**src/rtl/sfp_add_arbiter_pkg.sv**
```systemverilog
// ============================================================================
// Module : sfp_arb_pkg
// Brief  : Shared constants and types for the fixed-point adder arbiter.
// Rev    : 1.0
// ============================================================================
`default_nettype none

package sfp_arb_pkg;
    localparam int N_REQ = 4;
    localparam int IW    = 16;
    localparam int QW    = 16;
    localparam int W     = IW + QW;
    localparam int IDW   = $clog2(N_REQ);

    typedef logic [IDW-1:0] req_id_t;
    typedef logic [W-1:0]   word_t;

    typedef struct packed {
        req_id_t id;
        word_t   val;
        logic    clipping;
    } rsp_t;

    localparam word_t SAT_POS = {1'b0, {(W-1){1'b1}}};
    localparam word_t SAT_NEG = {1'b1, {(W-1){1'b0}}};
endpackage

`default_nettype wire

```
**src/rtl/sfp_add_arbiter_if.sv**
```systemverilog
// ============================================================================
// Module : sfp_add_arbiter_if / sfp_if
// Brief  : Requester/response bus of the arbiter, and the adder operand bus.
// Rev    : 1.0
// ============================================================================
`default_nettype none

interface sfp_add_arbiter_if;
    import sfp_arb_pkg::*;

    logic [N_REQ-1:0]        req_valid;
    logic [N_REQ-1:0]        req_ready;
    logic [N_REQ-1:0][W-1:0] req_x;
    logic [N_REQ-1:0][W-1:0] req_y;
    logic [N_REQ-1:0]        req_clip;
    logic                    rsp_valid;
    logic                    rsp_ready;
    req_id_t                 rsp_id;
    word_t                   rsp_val;
    logic                    rsp_clipping;

    modport master (
        output req_valid, req_x, req_y, req_clip, rsp_ready,
        input  req_ready, rsp_valid, rsp_id, rsp_val, rsp_clipping
    );
    modport slave (
        input  req_valid, req_x, req_y, req_clip, rsp_ready,
        output req_ready, rsp_valid, rsp_id, rsp_val, rsp_clipping
    );
endinterface

interface sfp_if;
    import sfp_arb_pkg::*;

    word_t x;
    word_t y;
    word_t sum;
    logic  ovf;

    modport user  (output x, y, input  sum, ovf);
    modport adder (input  x, y, output sum, ovf);
endinterface

`default_nettype wire

```
**src/rtl/sfp_add_arbiter_add.sv**
```systemverilog
// ============================================================================
// Module : sfp_add
// Brief  : Signed Q IW.QW adder; CLIP selects saturation or wrap on overflow.
// Rev    : 1.0
// ============================================================================
`default_nettype none

module sfp_add
    import sfp_arb_pkg::*;
#(
    parameter bit CLIP = 1'b1
) (
    sfp_if.adder io
);
    word_t sum_w;
    logic  ovf_w;

    always_comb begin
        sum_w  = io.x + io.y;
        ovf_w  = (io.x[W-1] == io.y[W-1]) && (sum_w[W-1] != io.x[W-1]);
        io.ovf = ovf_w;
        io.sum = sum_w;
        // Saturation direction follows the operands' shared sign.
        if (CLIP && ovf_w) begin
            io.sum = io.x[W-1] ? SAT_NEG : SAT_POS;
        end
    end
endmodule

`default_nettype wire

```
**src/rtl/sfp_add_arbiter_rr_arb.sv**
```systemverilog
// ============================================================================
// Module : sfp_rr_arb
// Brief  : Round-robin pointer with masked priority encoder.
// Rev    : 1.0
// ============================================================================
`default_nettype none

module sfp_rr_arb
    import sfp_arb_pkg::*;
(
    input  wire logic             clk,
    input  wire logic             rst,
    input  wire logic [N_REQ-1:0] req_i,
    input  wire logic             adv_i,
    output logic      [N_REQ-1:0] grant_o,
    output req_id_t               idx_o,
    output logic                  any_o
);
    req_id_t ptr_q;
    req_id_t ptr_d;

    always_comb begin
        grant_o = '0;
        idx_o   = '0;
        any_o   = 1'b0;
        for (int k = 0; k < N_REQ; k++) begin
            if (!any_o && req_i[(int'(ptr_q) + k) % N_REQ]) begin
                any_o   = 1'b1;
                idx_o   = req_id_t'((int'(ptr_q) + k) % N_REQ);
            end
        end
        if (any_o) begin
            grant_o[idx_o] = 1'b1;
        end
    end

    always_comb begin
        ptr_d = ptr_q;
        if (adv_i) begin
            ptr_d = req_id_t'((int'(idx_o) + 1) % N_REQ);
        end
    end

    always_ff @(posedge clk) begin
        if (rst) begin
            ptr_q <= '0;
        end else begin
            ptr_q <= ptr_d;
        end
    end
endmodule

`default_nettype wire

```
**src/rtl/sfp_add_arbiter.sv**
```systemverilog
// ============================================================================
// Module : sfp_add_arbiter
// Brief  : Round-robin shared fixed-point adder with a one-entry response
//          buffer. Define SFP_ADD_ARB_STATS_EN for per-requester clip counters.
// Rev    : 1.0
// ============================================================================
`default_nettype none

module sfp_add_arbiter
    import sfp_arb_pkg::*;
(
    input  wire logic                   clk,
    input  wire logic                   rst,
    sfp_add_arbiter_if.slave            bus
`ifdef SFP_ADD_ARB_STATS_EN
    ,
    output logic [N_REQ-1:0][15:0]      stat_clip_cnt
`endif
);
    logic             can_accept;
    logic             accept;
    logic             any_req;
    logic [N_REQ-1:0] grant;
    req_id_t          gidx;
    logic             sel_clip;
    logic             rsp_valid_q;
    rsp_t             rsp_q;
    rsp_t             rsp_d;

    sfp_if sat_if ();
    sfp_if wrap_if ();

    assign can_accept    = !rsp_valid_q || bus.rsp_ready;
    assign accept        = any_req && can_accept && !rst;
    assign bus.req_ready = grant & {N_REQ{accept}};

    sfp_rr_arb u_arb (
        .clk     (clk),
        .rst     (rst),
        .req_i   (bus.req_valid),
        .adv_i   (accept),
        .grant_o (grant),
        .idx_o   (gidx),
        .any_o   (any_req)
    );

    assign sat_if.x  = bus.req_x[gidx];
    assign sat_if.y  = bus.req_y[gidx];
    assign wrap_if.x = bus.req_x[gidx];
    assign wrap_if.y = bus.req_y[gidx];
    assign sel_clip  = bus.req_clip[gidx];

    sfp_add #(.CLIP(1'b1)) u_add_sat  (.io(sat_if));
    sfp_add #(.CLIP(1'b0)) u_add_wrap (.io(wrap_if));

    always_comb begin
        rsp_d          = '0;
        rsp_d.id       = gidx;
        rsp_d.val      = sel_clip ? sat_if.sum : wrap_if.sum;
        rsp_d.clipping = sel_clip ? sat_if.ovf : wrap_if.ovf;
    end

    // A drain and a new accept in the same cycle simply overwrite the buffer.
    always_ff @(posedge clk) begin
        if (rst) begin
            rsp_valid_q <= 1'b0;
            rsp_q       <= '0;
        end else if (accept) begin
            rsp_valid_q <= 1'b1;
            rsp_q       <= rsp_d;
        end else if (bus.rsp_ready) begin
            rsp_valid_q <= 1'b0;
        end
    end

    assign bus.rsp_valid    = rsp_valid_q;
    assign bus.rsp_id       = rsp_q.id;
    assign bus.rsp_val      = rsp_q.val;
    assign bus.rsp_clipping = rsp_q.clipping;

`ifdef SFP_ADD_ARB_STATS_EN
    logic [N_REQ-1:0][15:0] clip_cnt_q;

    always_ff @(posedge clk) begin
        if (rst) begin
            clip_cnt_q <= '0;
        end else if (accept && rsp_d.clipping && (clip_cnt_q[gidx] != 16'hFFFF)) begin
            clip_cnt_q[gidx] <= clip_cnt_q[gidx] + 16'd1;
        end
    end

    assign stat_clip_cnt = clip_cnt_q;
`endif
endmodule

`default_nettype wire
```
**src/flat_wrapper.sv**
```systemverilog
// flat-port wrapper written by rule: the top's interface ports become plain ports
module sfp_add_arbiter_flat import sfp_arb_pkg::*;
  (clk, rst, bus_req_valid, bus_req_x, bus_req_y, bus_req_clip, bus_rsp_ready, bus_req_ready, bus_rsp_valid, bus_rsp_id, bus_rsp_val, bus_rsp_clipping);
  sfp_add_arbiter_if bus_i ();
  input  wire logic clk;
  input  wire logic rst;
  input wire logic [$bits(bus_i.req_valid)-1:0] bus_req_valid;
  input wire logic [$bits(bus_i.req_x)-1:0] bus_req_x;
  input wire logic [$bits(bus_i.req_y)-1:0] bus_req_y;
  input wire logic [$bits(bus_i.req_clip)-1:0] bus_req_clip;
  input wire logic [$bits(bus_i.rsp_ready)-1:0] bus_rsp_ready;
  output wire logic [$bits(bus_i.req_ready)-1:0] bus_req_ready;
  output wire logic [$bits(bus_i.rsp_valid)-1:0] bus_rsp_valid;
  output wire logic [$bits(bus_i.rsp_id)-1:0] bus_rsp_id;
  output wire logic [$bits(bus_i.rsp_val)-1:0] bus_rsp_val;
  output wire logic [$bits(bus_i.rsp_clipping)-1:0] bus_rsp_clipping;
  assign bus_i.req_valid = bus_req_valid;
  assign bus_i.req_x = bus_req_x;
  assign bus_i.req_y = bus_req_y;
  assign bus_i.req_clip = bus_req_clip;
  assign bus_i.rsp_ready = bus_rsp_ready;
  assign bus_req_ready = bus_i.req_ready;
  assign bus_rsp_valid = bus_i.rsp_valid;
  assign bus_rsp_id = bus_i.rsp_id;
  assign bus_rsp_val = bus_i.rsp_val;
  assign bus_rsp_clipping = bus_i.rsp_clipping;
  sfp_add_arbiter u_core (.clk(clk), .rst(rst), .bus(bus_i));
endmodule
```
**config.mk**
```make
export PLATFORM = sky130hd
export DESIGN_NAME = sfp_add_arbiter_flat
export DESIGN_NICKNAME = d
export VERILOG_FILES = /design/src/rtl/sfp_add_arbiter_pkg.sv /design/src/rtl/sfp_add_arbiter_if.sv /design/src/rtl/sfp_add_arbiter_add.sv /design/src/rtl/sfp_add_arbiter_rr_arb.sv /design/src/rtl/sfp_add_arbiter.sv /design/src/flat_wrapper.sv
export SDC_FILE = /design/constraint.sdc
export NUM_CORES = 1
export LEC_CHECK = 0
export ABC_CLOCK_PERIOD_IN_PS = 4500
export BUFFER_PORTS_ARGS = -buffer_cell sky130_fd_sc_hd__buf_2
export CAP_MARGIN = 15
export CORE_MARGIN = 8
export CORE_UTILIZATION = 41
export CTS_CLUSTER_SIZE = 20
export DETAILED_ROUTE_END_ITERATION = 10
export PLACE_DENSITY = 0.79
export SYNTH_ARGS = -nofsm -noshare
export SYNTH_HDL_FRONTEND = slang
export SYNTH_SLANG_ARGS = --single-unit
```
**constraint.sdc**
```tcl
create_clock -name clk -period 4.5 [get_ports clk]
set_input_delay 0.45 -clock clk [delete_from_list [all_inputs] [get_ports clk]]
set_output_delay 0.45 -clock clk [all_outputs]
set_load 0.01 [all_outputs]
```
==> flow_summary_export.csv, run 1 <==
group,metric,value,unit
synth,synth_edf_count,0,
timing,period_share,94.2,%
clock_tree,cts_buffers,5,
clock_tree,clock_latency,280,ps
die,core_area,0.0126,sq mm
routing,post-route-drc-count,0,
critical_path,start_kind,"flip-flop",
routing,vias_per_cell,5.37,
timing,fmax,236,MHz
critical_path,endpoint_kind,"flip-flop",
timing,fin_skew,6.03,ps
critical_path,crit_slowest_cell,"dfxtp_2",
timing,tightest_slew,642,ps
die,start_util,41.9,%
clock_tree,cts.sinks,38,
die,die_h,129,microns
synth,syn-instance-count,864,
placement,hpwlAfterDp,17.9,mm
critical_path,r2r-start,"u_core.u_arb.ptr_q[1]",
worst_hold_path,hold_path_startpoint,"u_core.bus.rsp_val[26]",
layout,drive_gt1_share,31.3,%
clock_tree,cts_tree,"done",
die,io_pins,307,
clock_tree,cts_setup_buffers,0,
synth,ys_seq_area_share,14.4,%
critical_path,cp.arrival,4380,ps
grt,grt_pass1_vias,6799,
worst_hold_path,hold_class,"flip-flop to flip-flop",
critical_path,rr_endpoint,"u_core.bus.rsp_val[16]",
layout,postLayoutCoreUtil,58.1,%
timing,slew_viol_final,0,
critical_path,cp.depth,19,
outcome,status,"complete, no violations",
clock_tree,htreeDepth,2,
critical_path,critPathMaxFanout,50,
critical_path,cpLargestDelayFamily,"compound AO/OA/AOI/OAI gates",
layout,final_cell_mix,"buf_2 (306), nand2_1 (274), a21oi_1 (88)",
routing,drt_iter0_markers,530,
critical_path,path_buf_inv,3,
synth,syn_nets,1167,
grt,antenna_found_initial,0,
grt,grt_usage,24.6,%
die,die_w,129,microns
pwr,leakage,3.83,nW
pwr,p_per_area,498,mW/mm^2
synth,syn_avg_cell_area,6.10,sq um
critical_path,crit_chain,"mux2i_1 > nor2_1 > nor3_4 > buf_12 > buf_12 > nand2_1 > and3_1 > a31oi_1 > ha_1 > and3_1 > and3_1 > a211o_1 > o211ai_1 > a22o_2 > and3_1 > o21bai_2 > buf_12 > a21oi_1 > a21oi_1",
layout,n_antenna_cell,0,
synth,netlist_area,0.00527,sq mm
critical_path,reg2reg_setup_slack,260,ps
die,dieArea,0.0167,sq mm
placement,dpl-instance-area,0.00711,sq mm
grt,grt_start_max_net_pins,71,
flow_run,maxCapViolCount,0,
critical_path,critPathMaxStageDelay,370,ps
timing,fin_crit,4240,ps
grt,gr-total-overflow,0,
routing,ant_nets,0,
pwr,ir_drop,0.000187,V
synth,synth-main-ff-cell,"dfxtp_1",
synth,ys_seq_elements,38,
clock_tree,cts.clk_slew.worst_paths,60,ps
critical_path,crit_required,4640,ps
worst_hold_path,min_path_cells,2,
timing,hold_viol,0,
critical_path,cpMostUsedCell,"and3_1",
routing,firstDrtPassIters,5,
critical_path,reg2regPathDepth,19,
synth,ys_async_sr_fraction,0,%
grt,grt_pass1_wl,33.5,mm
layout,area_growth,38.6,%
layout,fin_nets,1446,
placement,port_buffers,306,
clock_tree,cts.path.max_buffers,2,
critical_path,worstSetupPathType,"flip-flop to flip-flop",
routing,via_count,7066,
synth,synthDistinctLibCells,58,
clock_tree,cts-root-buf,"clkbuf_16",
timing,setup_viol,0,
layout,final_common_cell,"buf_2",
layout,design_area,0.00730,sq mm
placement,routabilityCongestion,0.937,
timing,relSlewSlack,56.8,%
routing,post_drt_wl_per_cell,16.5,microns
die,rows,41,
routing,routed_wl,21.7,mm
worst_hold_path,min_to,"u_core.bus.rsp_val[26]",
synth,yosysWarnings,0,
logic make-up after synthesis:
| group | count (synthesis) | synth area share, % |
|---|---|---|
| fa+ha+maj | 36 | 8.70 |
| simple gates | 449 | 39.2 |
| mux | 7 | 1.33 |
| flops | 38 | 14.4 |
| buf+inv | 80 | 5.94 |
| xor+xnor | 21 | 3.49 |
| compound gates | 233 | 26.9 |
cell usage after synthesis, types with 2 or more instances:
| cell type | number | share of area [%] |
|---|---|---|
| nand2b_1 | 34 | 4.0 |
| o41ai_2 | 2 | 0.62 |
| a21oi_1 | 90 | 8.6 |
| o21ai_0 | 31 | 2.9 |
| o31ai_1 | 3 | 0.43 |
| xor2_1 | 9 | 1.5 |
| dfxtp_1 | 38 | 14 |
| o211ai_1 | 2 | 0.29 |
| ha_1 | 35 | 8.3 |
| nor2_1 | 23 | 1.6 |
| nand3_1 | 10 | 0.95 |
| nor2b_1 | 4 | 0.48 |
| and3_1 | 66 | 7.8 |
| nand2_1 | 274 | 20 |
| mux2i_1 | 7 | 1.3 |
| or3_1 | 4 | 0.48 |
| inv_1 | 18 | 1.3 |
| nand4_1 | 4 | 0.48 |
| nand3b_1 | 5 | 0.71 |
| clkbuf_1 | 45 | 3.2 |
| nor3_1 | 6 | 0.57 |
| nor4_1 | 3 | 0.36 |
| and2_1 | 10 | 1.2 |
| xnor2_1 | 12 | 2.0 |
| buf_2 | 9 | 0.86 |
| a211oi_1 | 5 | 0.71 |
| o21a_1 | 5 | 0.71 |
| o21bai_1 | 5 | 0.71 |
| a41oi_1 | 2 | 0.33 |
| a31oi_1 | 67 | 8.0 |
| buf_1 | 6 | 0.43 |
| a21o_1 | 4 | 0.57 |
stage by stage:
stage                     instances  TNS [ps]  setup slack, ps  hold WS, ps  power (mW)
after floorplan                 864         0              156          490        2.36
after global placement         1308         0              104          457        3.20
after detailed placement       1308         0             31.2          459        3.22
after CTS                      1316         0              140          470        3.58
after global routing           1316     -1.26            -1.26          486        3.97
final                          1316         0              260          469        3.63
state kept, by name, indices dropped and copies added (netlist names):
signal and cells:
u_core.bus.rsp_id 2, u_core.bus.rsp_valid 1, u_core.bus.rsp_clipping 1, u_core.bus.rsp_val 32, u_core.u_arb.ptr_q 2
per-layer routing:
metal	track usage, %	share of wire (%)
met4	7.05	2.2
met3	4.56	8.5
met1	32.2	43
met5	0	0
met2	40.0	46
layout make-up:
type,instances,area [sq um]
Clock inverter,2,13.8
Timing Repair Buffer,333,1850
Inverter,19,76.3
Clock buffer,6,129
Fill cell,1245,5270
Sequential cell,38,762
Multi-Input combinational cell,746,4250
Tap cell,172,215
power by group:
part	internal (mW)	switching, mW
logic	1.17	1.59
clock network	0.205	0.134
registers	0.470	0.0685
tightest hold or removal path, cell delays in order, from the launching register on:
cell and delay (ps):
dfxtp_1 300, nand2b_1 60, a21oi_1 60
repair_timing:
item	in CTS	in global routing
setup endpoints to repair	0	31
hold buffers	0	0
gates resized for setup	0	12
hold endpoints to repair	0	0
how the worst max path moves through the flow:
stage | startpoint | end | slack, ps
global placement | bus_req_valid[2] | u_core.bus.rsp_val[24] | 100
global route | u_core.u_arb.ptr_q[1] | u_core.bus.rsp_val[8] | -1
floorplan | bus_req_valid[3] | u_core.bus.rsp_val[24] | 160
finish | u_core.u_arb.ptr_q[1] | u_core.bus.rsp_val[16] | 260
detailed placement | bus_req_valid[2] | u_core.bus.rsp_val[30] | 30
CTS | u_core.u_arb.ptr_q[1] | u_core.bus.rsp_val[30] | 140
Power figures use the tool's default switching activity.
==> inputs of run 2 (changes only) <==
--- a/config.mk
+++ b/config.mk
@@ -8,6 +8,7 @@
 export ABC_CLOCK_PERIOD_IN_PS = 4500
 export BUFFER_PORTS_ARGS = -buffer_cell sky130_fd_sc_hd__buf_2
 export CAP_MARGIN = 15
+export CORE_ASPECT_RATIO = 1.75
 export CORE_MARGIN = 8
 export CORE_UTILIZATION = 41
 export CTS_CLUSTER_SIZE = 20
==> run 2 against run 1 <==
Worst hold slack improved by 0.83 ps. Non-clock buffer count increased by 37. Highest routed layer unchanged. Routed wire length up 3.4%. Clock-buffer cell count shrank 1. Register-to-register slack better by 60 ps. Sequential power increased by 1%. Critical path depth increased by 2. Clock skew decreased by 3.5 ps.
==> flow_summary_export.csv, run 2 (synthesized netlist as in run 1, its figures left out) <==
group,metric,value,unit
timing,setup_tns,0,ps
layout,largest_reg_flops,32,
die,core_area,0.0127,sq mm
timing,slew_viol_final,0,
pwr,p_per_area,509,mW/mm^2
timing,hold_viol,0,
timing,setup_viol,0,
clock_tree,cts.sinks,38,
timing,rsz0062_at_grt,"false",
die,die_w,102,microns
grt,grt_usage,24.9,%
clock_tree,cts.clk_slew.worst_paths,60,ps
die,io_pins,307,
timing,fmax,239,MHz
die,dieArea,0.0169,sq mm
routing,post-route-drc-count,0,
critical_path,crit_end,"u_core.bus.rsp_val[26]",
layout,fin_nets,1483,
grt,gr-total-overflow,0,
clock_tree,cts.path.max_buffers,2,
routing,post_drt_wl_per_cell,16.6,microns
placement,hpwlAfterDp,18.3,mm
clock_tree,htreeDepth,2,
routing,ant_nets,0,
timing,fin_crit,4180,ps
routing,via_count,7304,
critical_path,crit_required,4640,ps
timing,fin_skew,2.54,ps
grt,antenna_found_initial,0,
critical_path,reg2regPathDepth,21,
critical_path,worstSetupPathType,"flip-flop to flip-flop",
placement,routabilityCongestion,0.899,
outcome,status,"complete, no violations",
layout,drive_gt1_share,33.1,%
timing,relSlewSlack,59.2,%
layout,area_growth,43.0,%
routing,vias_per_cell,5.41,
clock_tree,cts.hold.buffers_added,0,
grt,grt_pass1_vias,7405,
flow_run,maxCapViolCount,0,
layout,final_cell_mix,"buf_2 (306), nand2_1 (274), a21oi_1 (90)",
routing,drt_iter0_markers,247,
timing,period_share,92.8,%
grt,grt_pass1_wl,34.3,mm
timing,setup_ws,323,ps
clock_tree,cts-root-buf,"clkbuf_16",
pwr,power.total,3.83,mW
pwr,ir_drop,0.000245,V
pwr,leakage,3.99,nW
critical_path,endpoint_kind,"flip-flop",
layout,final_common_cell,"buf_2",
critical_path,rr_endpoint,"u_core.bus.rsp_val[26]",
layout,n_antenna_cell,0,
clock_tree,clock_latency,280,ps
grt,grt_start_max_net_pins,49,
timing,tightest_slew,606,ps
die,die_h,166,microns
worst_hold_path,hold_class,"flip-flop to flip-flop",
critical_path,worstSetupStartpoint,"u_core.u_arb.ptr_q[1]",
clock_tree,cts_tree,"done",
critical_path,cp.arrival,4320,ps
critical_path,r2r-start,"u_core.u_arb.ptr_q[1]",
placement,port_buffers,306,
routing,firstDrtPassIters,5,
placement,place_ws,32.4,ps
critical_path,critPathMaxFanout,44,
die,start_util,41.4,%
die,rows,55,
critical_path,start_kind,"flip-flop",
clock_tree,cts_buffers,5,
routing,routed_wl,22.5,mm
critical_path,reg2reg_setup_slack,320,ps
-- run 2: how the worst min path moves through the flow --
| stage | slack, ps | to | from | cells after the start |
|---|---|---|---|---|
| after floorplan | 490 | u_core.bus.rsp_clipping | u_core.bus.rsp_clipping | 2 |
| after global placement | 460 | u_core.bus.rsp_clipping | u_core.bus.rsp_clipping | 2 |
| after detailed placement | 460 | u_core.bus.rsp_val[26] | u_core.bus.rsp_val[26] | 2 |
| after CTS | 470 | u_core.bus.rsp_val[26] | u_core.bus.rsp_val[26] | 2 |
| after global routing | 490 | u_core.bus.rsp_val[3] | u_core.bus.rsp_val[3] | 2 |
| final | 470 | u_core.bus.rsp_val[6] | u_core.bus.rsp_val[6] | 2 |
-- run 2: per-stage QoR --
step                      utilization, %  hold slack [ps]  cells  cell area (sq um)
after detailed placement            57.4              458   1341               7300
after CTS                           58.4              468   1348               7440
after global routing                59.1              489   1351               7530
after global placement              57.4              456   1341               7300
final                               59.1              470   1351               7530
after floorplan                        -              490    864               5270
-- run 2: final cells by class --
class	instances	area, sq um
clock buffer	5	125
clock inverter	2	10.0
fill	1273	5200
inverter	19	83.8
multi-input combinational	746	4230
sequential	38	762
tap	171	214
timing repair buffer	370	2110
-- run 2: power by group --
group	switching (mW)	leakage (nW)	internal, mW
clock	0.138	0.0694	0.200
combinational	1.64	3.61	1.30
sequential	0.0768	0.319	0.470
total	1.86	3.99	1.97
-- run 2: worst max-delay path, stage by stage (launching register included) --
cell and delay, ps:
dfxtp_2 380, mux2i_1 190, nor2_1 80, nor3_4 180, buf_6 190, clkinv_8 160
buf_16 220, buf_6 180, buf_4 190, nand2_1 80, a31oi_1 90, ha_1 340
a21oi_1 230, o21ai_0 130, a41oi_1 240, and3_1 190, a22o_2 210, and3_1 200
o21bai_2 100, buf_12 180, a21oi_1 160, a21oi_1 60
-- run 2: layer usage --
layer	global-route usage [%]	up-vias	part of all wire [%]
met3	4.32	67	7.2
met2	47.6	305	52
met4	11.7	0	4.6
met1	24.4	3275	36
li1	-	3657	-
met5	0	-	0
-- run 2: what timing repair did --
item | 4_1_cts | 5_1_grt
gates resized for setup | 0 | 15
setup buffers | 0 | 2
endpoints found under the setup margin | 0 | 31
==> inputs of run 3 (changes only) <==
--- a/config.mk
+++ b/config.mk
@@ -5,15 +5,16 @@
 export SDC_FILE = /design/constraint.sdc
 export NUM_CORES = 1
 export LEC_CHECK = 0
+export ABC_AREA = 1
 export ABC_CLOCK_PERIOD_IN_PS = 4500
 export BUFFER_PORTS_ARGS = -buffer_cell sky130_fd_sc_hd__buf_2
 export CAP_MARGIN = 15
 export CORE_ASPECT_RATIO = 1.75
 export CORE_MARGIN = 8
-export CORE_UTILIZATION = 41
+export CORE_UTILIZATION = 42
 export CTS_CLUSTER_SIZE = 20
 export DETAILED_ROUTE_END_ITERATION = 10
-export PLACE_DENSITY = 0.79
+export PLACE_DENSITY_LB_ADDON = 0.2
 export SYNTH_ARGS = -nofsm -noshare
 export SYNTH_HDL_FRONTEND = slang
 export SYNTH_SLANG_ARGS = --single-unit
==> run 3 against run 2 <==
Routed wire length grew 1.2%. Sequential share of layout area shrank 0.15 points. Largest cell class unchanged. First-iteration DRC count rose by 30%.
==> flow_summary_export.csv, run 3 <==
group,metric,value,unit
synth,netlist.area_leader.share,13.4,%
die,io_pins,307,
synth,syn_nets,1253,
clock_tree,htreeDepth,2,
grt,antenna_found_initial,0,
die,die_w,104,microns
layout,area_growth,34.7,%
layout,fin_nets,1538,
placement,routabilityCongestion,0.967,
die,die_h,170,microns
clock_tree,cts.path.max_buffers,2,
flow_run,maxCapViolCount,0,
critical_path,critPathMaxStageDelay,320,ps
layout,multi_input_area,0.00438,sq mm
synth,synthDistinctLibCells,41,
clock_tree,cts_buffers,5,
critical_path,cpMostUsedCell,"nand2_2",
timing,whs,375,ps
worst_hold_path,hold_class,"primary input to flip-flop",
synth,synth_compound_area_share,33.0,%
critical_path,crit_required,4700,ps
critical_path,endpoint_kind,"flip-flop",
critical_path,crit_slowest_cell,"dfxtp_1",
routing,ant_nets,0,
die,rows,56,
synth,synthAdderAreaFrac,8.08,%
synth,synth_xor_area_share,4.02,%
synth,yosysMostFrequentCell,"nor2_1",
routing,post-route-drc-count,0,
synth,yosysWarnings,0,
timing,tightest_slew,589,ps
grt,gr-total-overflow,0,
synth,syn-instance-count,950,
clock_tree,cts_tree,"done",
routing,routed_wl,22.7,mm
synth,synth_area_leaders,"dfxtp_1 (13%), o21ai_0 (13%), nor2_1 (11%), nand2_1 (9.0%), ha_1 (7.7%)",
placement,port_buffers,306,
synth,netlist_area,0.00567,sq mm
timing,fin_crit,4100,ps
clock_tree,cts.hold.buffers_added,0,
routing,via_count,7397,
placement,hpwlAfterDp,19.3,mm
critical_path,start_kind,"flip-flop",
timing,fin_skew,7.51,ps
grt,grt_usage,24.3,%
die,core_area,0.0133,sq mm
timing,relSlewSlack,60.6,%
synth,synth_top_family_by_area,"compound AO/OA/AOI/OAI gates",
layout,drive_gt1_share,35.1,%
clock_tree,clock_latency,280,ps
die,dieArea,0.0176,sq mm
synth,syn_avg_cell_area,5.97,sq um
layout,fillers,1434,
timing,rsz0062_at_grt,"false",
grt,grt_pass1_vias,7310,
routing,post_drt_wl_per_cell,16.1,microns
synth,synth-main-ff-cell,"dfxtp_1",
outcome,status,"complete, no violations",
timing,setup_viol,0,
layout,largest_reg_flops,32,
synth,ys_seq_area_share,13.4,%
synth,ys_seq_elements,38,
routing,firstDrtPassIters,5,
synth,synthTopCellsByCount,"nor2_1 (169), o21ai_0 (143), nand2_1 (136)",
layout,n_antenna_cell,0,
grt,grt_pass1_wl,35.5,mm
routing,drt_iter0_markers,321,
layout,register_area,762,sq um
layout,final_cell_mix,"buf_2 (306), nor2_1 (169), o21ai_0 (141)",
synth,yosysTopAreaCell,"dfxtp_1",
synth,synthSimpleGateAreaFrac,31.6,%
clock_tree,cts.sinks,38,
timing,period_share,91.1,%
routing,vias_per_cell,5.25,
timing,setup_tns,0,ps
synth,ys_async_sr_fraction,0,%
critical_path,critPathMaxFanout,34,
grt,grt_start_max_net_pins,60,
timing,hold_viol,0,
critical_path,cp.arrival,4300,ps
synth,synth_edf_count,0,
clock_tree,cts-root-buf,"clkbuf_16",
timing,slew_viol_final,0,
layout,final_common_cell,"buf_2",
die,start_util,42.6,%
synth,synth.mux.area_fraction,0,%
critical_path,worstSetupPathType,"flip-flop to flip-flop",
clock_tree,cts.clk_slew.worst_paths,50,ps
timing,fmax,244,MHz
[run 3: cell count changes in the layout (fill, tap and decap cells not counted), moves of 31 or more]
cell | previous run | this run
nor2_1 | 23 | 169
buf_4 | 54 | 17
nand2b_1 | 34 | 0
nand2_1 | 274 | 136
inv_1 | 17 | 61
and3_1 | 66 | 0
o22ai_1 | 0 | 60
nand2_2 | 0 | 31
o21ai_0 | 29 | 141
a21oi_2 | 0 | 33
a31oi_1 | 67 | 2
[run 3: path summary, 6_finish.rpt]
| kind | to | depth (start not counted) | slack (ps) | start |
|---|---|---|---|---|
| min | u_core.u_arb.ptr_q[0] | 2 | 370 | rst |
| max | u_core.bus.rsp_val[21] | 28 | 400 | u_core.u_arb.ptr_q[0] |
| min reg2reg | u_core.bus.rsp_id[1] | 2 | 490 | u_core.bus.rsp_id[1] |
| max reg2reg | u_core.bus.rsp_val[21] | 28 | 400 | u_core.u_arb.ptr_q[0] |
[run 3: final cells by class]
cell class	instances	share of cell area, %
timing repair buffer	334	24.3
inverter	68	3.44
multi-input combinational	788	57.3
tap	174	2.85
sequential	38	9.97
clock buffer	5	1.64
clock inverter	3	0.524
[run 3: critical path, delay by kind of cell (launching register included)]
family,cells,cell delay (ps)
flops,1,320
simple gates,15,1470
fa+ha+maj,1,280
compound gates,6,830
buf+inv,6,1100
[run 3: cells by family after synthesis]
kind of cell             Yosys count
buffers and inverters            124
AO/OA/AOI/OAI                    324
flip-flops                        38
adder cells (fa/ha/maj)           36
XOR/XNOR                          26
AND/OR/NAND/NOR                  402
[run 3: metrics by stage]
stage,cells,area (sq um),worst slack (ps),util [%]
6_report,1410,7640,401,57.4
5_1_grt,1410,7640,14.2,57.4
4_1_cts,1410,7590,149,57.0
3_5_place_dp,1402,7430,82.7,55.8
3_3_place_gp,1402,7430,135,55.8
2_1_floorplan,950,5670,573,-
[run 3: repair_timing]
item,in CTS,in global routing
endpoints found under the setup margin,0,31
gates resized for setup,0,16
buffers inserted,0,0
[run 3: metal layers]
layer	vias up	track usage, %	wire length [microns]
met4	0	7.66	544
met1	3335	25.7	8750
li1	3814	-	-
met2	218	47.5	12500
met3	30	3.57	936
met5	-	0	0
Power of run 3 is not shown: default switching activity piles up to over one toggle a cycle in this logic, so the estimate is an artifact.
